`src/rtl/temp_poll_ctrl.sv`:
```
// rtl/temp_poll_ctrl.sv - periodic I2C temperature poller with retry, 4-sample average and overrun count
//
// Purpose: every INTERVAL cycles (while enable=1) issue a 2-byte read of register 0
// at I2C_ADDR, retry failed reads up to MAX_RETRY times, publish the last good raw
// sample and a 4-sample moving average, and count poll ticks lost while busy.
//
// Ports:
//   clk, rst_n                 clock, asynchronous active-low reset
//   enable                     polling enable (level)
//   cmd_valid/cmd_ready        read command handshake to the I2C engine
//   cmd_addr/cmd_reg/cmd_len   constant command fields
//   rsp_valid/rsp_nack/rsp_data  end-of-transaction pulse, failure flag, raw sample
//   temp/temp_avg/temp_valid   last good sample, moving average, update pulse
//   busy                       high whenever not IDLE
//   err/err_clr                sticky retries-exhausted flag and its clear
//   overrun                    saturating count of dropped ticks
module temp_poll_ctrl #(
    parameter int         INTERVAL  = 10000,
    parameter logic [6:0] I2C_ADDR  = 7'h4B,
    parameter int         TIMEOUT   = 4096,
    parameter int         MAX_RETRY = 2
) (
    input  logic               clk,
    input  logic               rst_n,
    input  logic               enable,
    output logic               cmd_valid,
    input  logic               cmd_ready,
    output logic [6:0]         cmd_addr,
    output logic [7:0]         cmd_reg,
    output logic [1:0]         cmd_len,
    input  logic               rsp_valid,
    input  logic               rsp_nack,
    input  logic [15:0]        rsp_data,
    output logic signed [15:0] temp,
    output logic signed [15:0] temp_avg,
    output logic               temp_valid,
    output logic               busy,
    output logic               err,
    input  logic               err_clr,
    output logic [7:0]         overrun
);

    localparam int CNT_W = $clog2(INTERVAL);
    localparam int TO_W  = $clog2(TIMEOUT);
    localparam int RTY_W = $clog2(MAX_RETRY + 2);

    localparam logic [CNT_W-1:0] CNT_LAST = CNT_W'(INTERVAL - 1);
    localparam logic [TO_W-1:0]  TO_LAST  = TO_W'(TIMEOUT - 1);
    localparam logic [RTY_W-1:0] RTY_MAX  = RTY_W'(MAX_RETRY);

    typedef enum logic [1:0] {
        IDLE     = 2'd0,
        ISSUE    = 2'd1,
        WAIT_RSP = 2'd2,
        UPDATE   = 2'd3
    } state_t;

    state_t             state_q, state_d;
    logic [CNT_W-1:0]   cnt_q, cnt_d;
    logic [TO_W-1:0]    wait_q, wait_d;
    logic [RTY_W-1:0]   retry_q, retry_d;
    logic               cmd_valid_q, cmd_valid_d;
    logic               busy_q, busy_d;
    logic               err_q, err_d;
    logic               temp_valid_q, temp_valid_d;
    logic               filled_q, filled_d;
    logic [7:0]         overrun_q, overrun_d;
    logic signed [15:0] temp_q, temp_d;
    logic signed [15:0] avg_q, avg_d;
    logic [3:0][15:0]   win_q, win_d;
    logic signed [17:0] sum;
    logic               tick;
    logic               fail;
    logic               err_set;

    always_comb begin
        state_d      = state_q;
        wait_d       = wait_q;
        retry_d      = retry_q;
        temp_d       = temp_q;
        win_d        = win_q;
        filled_d     = filled_q;
        overrun_d    = overrun_q;
        temp_valid_d = 1'b0;
        fail         = 1'b0;
        err_set      = 1'b0;

        tick = enable && (cnt_q == CNT_LAST);

        if (!enable || tick) begin
            cnt_d = '0;
        end else begin
            cnt_d = cnt_q + CNT_W'(1);
        end

        // A tick arriving while a transaction is in flight is lost, only counted.
        if (tick && (state_q != IDLE) && (overrun_q != 8'hFF)) begin
            overrun_d = overrun_q + 8'd1;
        end

        case (state_q)
            IDLE: begin
                if (tick) begin
                    state_d = ISSUE;
                end
            end
            ISSUE: begin
                if (cmd_valid_q && cmd_ready) begin
                    state_d = WAIT_RSP;
                    wait_d  = '0;
                end
            end
            WAIT_RSP: begin
                wait_d = wait_q + TO_W'(1);
                if (rsp_valid && !rsp_nack) begin
                    // Results are registered on the way into UPDATE so that
                    // temp, temp_avg and temp_valid are all visible during UPDATE.
                    state_d      = UPDATE;
                    temp_d       = rsp_data;
                    temp_valid_d = 1'b1;
                    filled_d     = 1'b1;
                    if (filled_q) begin
                        win_d = {win_q[2:0], rsp_data};
                    end else begin
                        win_d = {4{rsp_data}};
                    end
                end else if ((rsp_valid && rsp_nack) || (wait_q == TO_LAST)) begin
                    fail = 1'b1;
                end
                if (fail) begin
                    if (retry_q < RTY_MAX) begin
                        state_d = ISSUE;
                        retry_d = retry_q + RTY_W'(1);
                    end else begin
                        state_d = IDLE;
                        err_set = 1'b1;
                    end
                end
            end
            UPDATE: begin
                state_d = IDLE;
            end
            default: begin
                state_d = IDLE;
            end
        endcase

        if (state_d == IDLE) begin
            retry_d = '0;
        end

        sum = {{2{win_d[0][15]}}, win_d[0]} + {{2{win_d[1][15]}}, win_d[1]}
            + {{2{win_d[2][15]}}, win_d[2]} + {{2{win_d[3][15]}}, win_d[3]};
        avg_d = (state_q == WAIT_RSP && temp_valid_d) ? 16'(sum >>> 2) : avg_q;

        // Set beats clear when both happen in the same cycle.
        err_d       = err_set ? 1'b1 : (err_clr ? 1'b0 : err_q);
        cmd_valid_d = (state_d == ISSUE);
        busy_d      = (state_d != IDLE);
    end

    always_ff @(posedge clk or negedge rst_n) begin
        if (!rst_n) begin
            state_q      <= IDLE;
            cnt_q        <= '0;
            wait_q       <= '0;
            retry_q      <= '0;
            cmd_valid_q  <= 1'b0;
            busy_q       <= 1'b0;
            err_q        <= 1'b0;
            temp_valid_q <= 1'b0;
            filled_q     <= 1'b0;
            overrun_q    <= 8'd0;
            temp_q       <= '0;
            avg_q        <= '0;
            win_q        <= '0;
        end else begin
            state_q      <= state_d;
            cnt_q        <= cnt_d;
            wait_q       <= wait_d;
            retry_q      <= retry_d;
            cmd_valid_q  <= cmd_valid_d;
            busy_q       <= busy_d;
            err_q        <= err_d;
            temp_valid_q <= temp_valid_d;
            filled_q     <= filled_d;
            overrun_q    <= overrun_d;
            temp_q       <= temp_d;
            avg_q        <= avg_d;
            win_q        <= win_d;
        end
    end

    assign cmd_valid  = cmd_valid_q;
    assign cmd_addr   = I2C_ADDR;
    assign cmd_reg    = 8'h00;
    assign cmd_len    = 2'd2;
    assign temp       = temp_q;
    assign temp_avg   = avg_q;
    assign temp_valid = temp_valid_q;
    assign busy       = busy_q;
    assign err        = err_q;
    assign overrun    = overrun_q;

endmodule
```
`config.mk`:
```
export PLATFORM = sky130hd
export DESIGN_NAME = temp_poll_ctrl
export DESIGN_NICKNAME = d
export VERILOG_FILES = /design/src/rtl/temp_poll_ctrl.sv
export SDC_FILE = /design/constraint.sdc
export NUM_CORES = 1
export LEC_CHECK = 0
export ABC_AREA = 1
export CAP_MARGIN = 20
export CORE_ASPECT_RATIO = 1.2
export CORE_MARGIN = 2
export CORE_UTILIZATION = 40
export CTS_CLUSTER_DIAMETER = 150
export CTS_CLUSTER_SIZE = 14
export DETAILED_ROUTE_END_ITERATION = 6
export PLACE_DENSITY = 0.56
export REMOVE_ABC_BUFFERS = 1
export SYNTH_ARGS = -nofsm -noshare
export SYNTH_HDL_FRONTEND = slang
export SYNTH_SLANG_ARGS = --single-unit
```
`constraint.sdc`:
```
create_clock -name clk -period 5.35 [get_ports clk]
set_clock_uncertainty 0.1 [all_clocks]
set_input_delay 0.535 -clock clk [delete_from_list [all_inputs] [get_ports clk]]
set_output_delay 0.535 -clock clk [all_outputs]
set_load 0.01 [all_outputs]
```
==> reports/metrics.yaml <==
r2r_start: "state_q[0]"
fmax_mhz: 230
globalRoute.totalOverflow: 0
cts-htree-levels: 4
die_w_microns: 132
remaining_drc_errors: 0
cts_resized: 0
cap_violations: 0
routed_via_density: 4.70
worst-path-buf-inv: 6
tritoncts_clock_tree: "yes"
finish.net_count: 1045
holdWs_ns: 0.107
vias: 5852
grt_first_pass_wirelength_mm: 28.1
dieArea_sq_um: 20800
port_buffers: 66
fillCellCount: 1936
number_of_hold_buffers_added_after_cts: 0
yosys_cell_types: 39
crit_required_ns: 5.58
outcome: "complete, no violations"
finalSetupTns_ns: 0
criticalPathCategory: "flip-flop to flip-flop"
placeableCoreArea_sq_um: 19400
post_synth.cell_area_avg_sq_um: 8.63
clk_root_buffer_cell: "sky130_fd_sc_hd__clkbuf_16"
most_instantiated_cells_after_synthesis: "196 x sky130_fd_sc_hd__nand2_1, 161 x sky130_fd_sc_hd__inv_1, 139 x sky130_fd_sc_hd__dfrtp_1, 60 x sky130_fd_sc_hd__nand3_1"
critical_path.endpoint_type: "flip-flop"
rsz0062_at_grt: "false"
yosysWarnings: 0
final_weighted_congestion_in_routability_driven_placement: 0.816
area_growth_syn_to_layout_pct: 18.8
drt_iter0_markers: 272
worst_pin_slew_ns: 0.933
synthMostInstantiatedCell: "sky130_fd_sc_hd__nand2_1"
finalHoldViolations: 0
drt.antenna.violating_nets: 0
hp-class: "primary input to async pin"
synth_sequential_area_ratio_pct: 44.2
first_global_vias: 6020
final_period_minus_worst_setup_slack_ns: 4.34
clkLatencyLatePin_ns: 0.42
crit_end: "temp_avg[15]"
max-slew-margin-rel_pct: 37.8
clock_path_buffers: 2
cts_sinks: 139
worstReg2RegEnd: "temp_avg[15]"
slew_violations: 0
cts_inserted_buffers: 17
layout_worst_path_cycle_share_pct: 81.1
syn_area_sq_um: 7860
syn-instance-count: 911
setup.reg_to_reg.worst_slack_ns: 1.01
cpMostUsedCell: "sky130_fd_sc_hd__nand2_1"
critical_path.top_delay_family: "adder cells"
path_cells: "inv_2 -> nand2_2 -> nor2_4 -> buf_12 -> buf_12 -> nand2_1 -> o21ai_0 -> inv_1 -> fa_1 -> inv_1 -> fa_1 -> ha_1 -> inv_1 -> nor3_1 -> nor3b_1 -> nand2_1 -> nand2_1 -> nand2_1 -> a31oi_1"
setup_violations: 0
synth_area_leaders: "sky130_fd_sc_hd__dfrtp_1 44%, sky130_fd_sc_hd__nand2_1 9.4%, sky130_fd_sc_hd__fa_1 8.4%"
fraction_of_layout_cells_with_a_size_suffix_above_1_pct: 7.01
synth_enable_flop_cells: 0
grt_total_usage_pct: 16.8
place_hpwl_mm: 11.2
cp.depth: 19
cpPeakStageDelay_ns: 0.53
clk_transition_reported_paths_ns: 0.06
firstDrtPassIters: 5
synth_top_area_share_pct: 44.2
worstSetupStartpoint: "state_q[0]"
yosys.area.top_type: "sky130_fd_sc_hd__dfrtp_1"
die_h_microns: 158
average_wire_per_cell_in_the_routed_design_microns: 12.8
n_antenna_cell: 0
total_wirelength_mm: 15.9
cell_count_of_the_worst_reg_to_reg_path: 19
number_of_antenna_violations_at_the_first_check_in_global_routing: 0
critical_path_peak_fanout: 51
setup_crit_start_kind: "flip-flop"
fp-row-count: 56
yosys_most_used_dff: "sky130_fd_sc_hd__dfrtp_1"
postCtsSetupBuffers: 0
crit_arrival_ns: 4.57
async_flop_share_pct: 100
crit_path_top_delay_cell: "sky130_fd_sc_hd__fa_1"
floorplan.initialDensity_pct: 40.5
io_pins: 84
grt_max_degree: 101
ys_ff_latch: 139
==> kinds of logic (layout without fill, tap and decap cells) <==
| logic type | after synthesis | after routing | share of synthesized area, % |
|---|---|---|---|
| simple gates | 350 | 350 | 19.8 |
| buf+inv | 210 | 268 | 11.2 |
| compound gates | 141 | 141 | 11.4 |
| flops | 139 | 139 | 44.2 |
| fa+ha+maj | 51 | 51 | 11.3 |
| xor+xnor | 18 | 18 | 2.01 |
| other cells | 2 | 17 | 0.0955 |
==> final cells by class <==
| cell class | instances | area, sq um | area share, % |
|---|---|---|---|
| Clock buffer | 23 | 508 | 5.44 |
| Clock inverter | 9 | 108 | 1.15 |
| Inverter | 165 | 619 | 6.63 |
| Multi-Input combinational cell | 577 | 3560 | 38.1 |
| Sequential cell | 139 | 3480 | 37.2 |
| Tap cell | 261 | 327 | 3.50 |
| Timing Repair Buffer | 71 | 737 | 7.89 |
==> per-layer routing <==
metal  vias up  track usage, %  wire length [microns]
li1       2969               -                      -
met1      2776            20.7                   7070
met2        92            30.0                   8090
met3        15            2.79                    506
met4         0            5.75                    218
met5         -               0                      0
==> flip-flops by register name, indices dropped and copies added, names as in the netlist <==
name,cells
wait_q,12
state_q,2
win_q,64
cnt_q,14
retry_q,2
filled_q,1
overrun,8
temp,16
temp_valid,1
err,1
cmd_valid,1
busy,1
temp_avg,16
==> worst reg2reg max path, stage by stage (launching register included) <==
cell	delay [ns]
sky130_fd_sc_hd__dfrtp_1	0.43
sky130_fd_sc_hd__inv_2	0.10
sky130_fd_sc_hd__nand2_2	0.17
sky130_fd_sc_hd__nor2_4	0.18
sky130_fd_sc_hd__buf_12	0.21
sky130_fd_sc_hd__buf_12	0.26
sky130_fd_sc_hd__nand2_1	0.14
sky130_fd_sc_hd__o21ai_0	0.12
sky130_fd_sc_hd__inv_1	0.09
sky130_fd_sc_hd__fa_1	0.53
sky130_fd_sc_hd__inv_1	0.07
sky130_fd_sc_hd__fa_1	0.45
sky130_fd_sc_hd__ha_1	0.40
sky130_fd_sc_hd__inv_1	0.08
sky130_fd_sc_hd__nor3_1	0.32
sky130_fd_sc_hd__nor3b_1	0.23
sky130_fd_sc_hd__nand2_1	0.13
sky130_fd_sc_hd__nand2_1	0.09
sky130_fd_sc_hd__nand2_1	0.05
sky130_fd_sc_hd__a31oi_1	0.12
==> worst min-delay path by stage <==
| stage | cells past startpoint | from | slack [ns] | end |
|---|---|---|---|---|
| floorplan | 0 | rst_n | 0.14 | busy |
| CTS | 1 | rst_n | 0.18 | wait_q[4] |
| global placement | 2 | temp[7] | 0.37 | temp[7] |
| detailed placement | 2 | temp_avg[8] | 0.37 | temp_avg[8] |
| global route | 1 | rst_n | 0.22 | err |
| finish | 1 | rst_n | 0.11 | err |
==> stage by stage <==
| stage | setup WS (ns) | utilization [%] | cells | instance area [sq um] |
|---|---|---|---|---|
| CTS | 0.988 | 48.1 | 1245 | 9340 |
| floorplan | 0.138 | - | 881 | 7660 |
| finish | 1.01 | 48.1 | 1245 | 9340 |
| detailed placement | 0.579 | 44.9 | 1213 | 8720 |
| global placement | 0.580 | 44.9 | 1213 | 8720 |
| global route | 0.557 | 48.1 | 1245 | 9340 |
==> cell usage in the layout (no fill, tap or decap), types with 18 or more instances in the layout <==
cell type	instances
sky130_fd_sc_hd__ha_1	18
sky130_fd_sc_hd__dfrtp_1	139
sky130_fd_sc_hd__inv_1	161
sky130_fd_sc_hd__a21oi_1	22
sky130_fd_sc_hd__nand3_1	60
sky130_fd_sc_hd__nor2_1	43
sky130_fd_sc_hd__clkdlybuf4s50_1	65
sky130_fd_sc_hd__nand2_1	196
sky130_fd_sc_hd__fa_1	33
sky130_fd_sc_hd__o21ai_0	34
sky130_fd_sc_hd__o21a_1	43
Power is left out: the tool's default activity adds up to more than one toggle a clock period on the data nets, which glitch-free logic cannot reach.
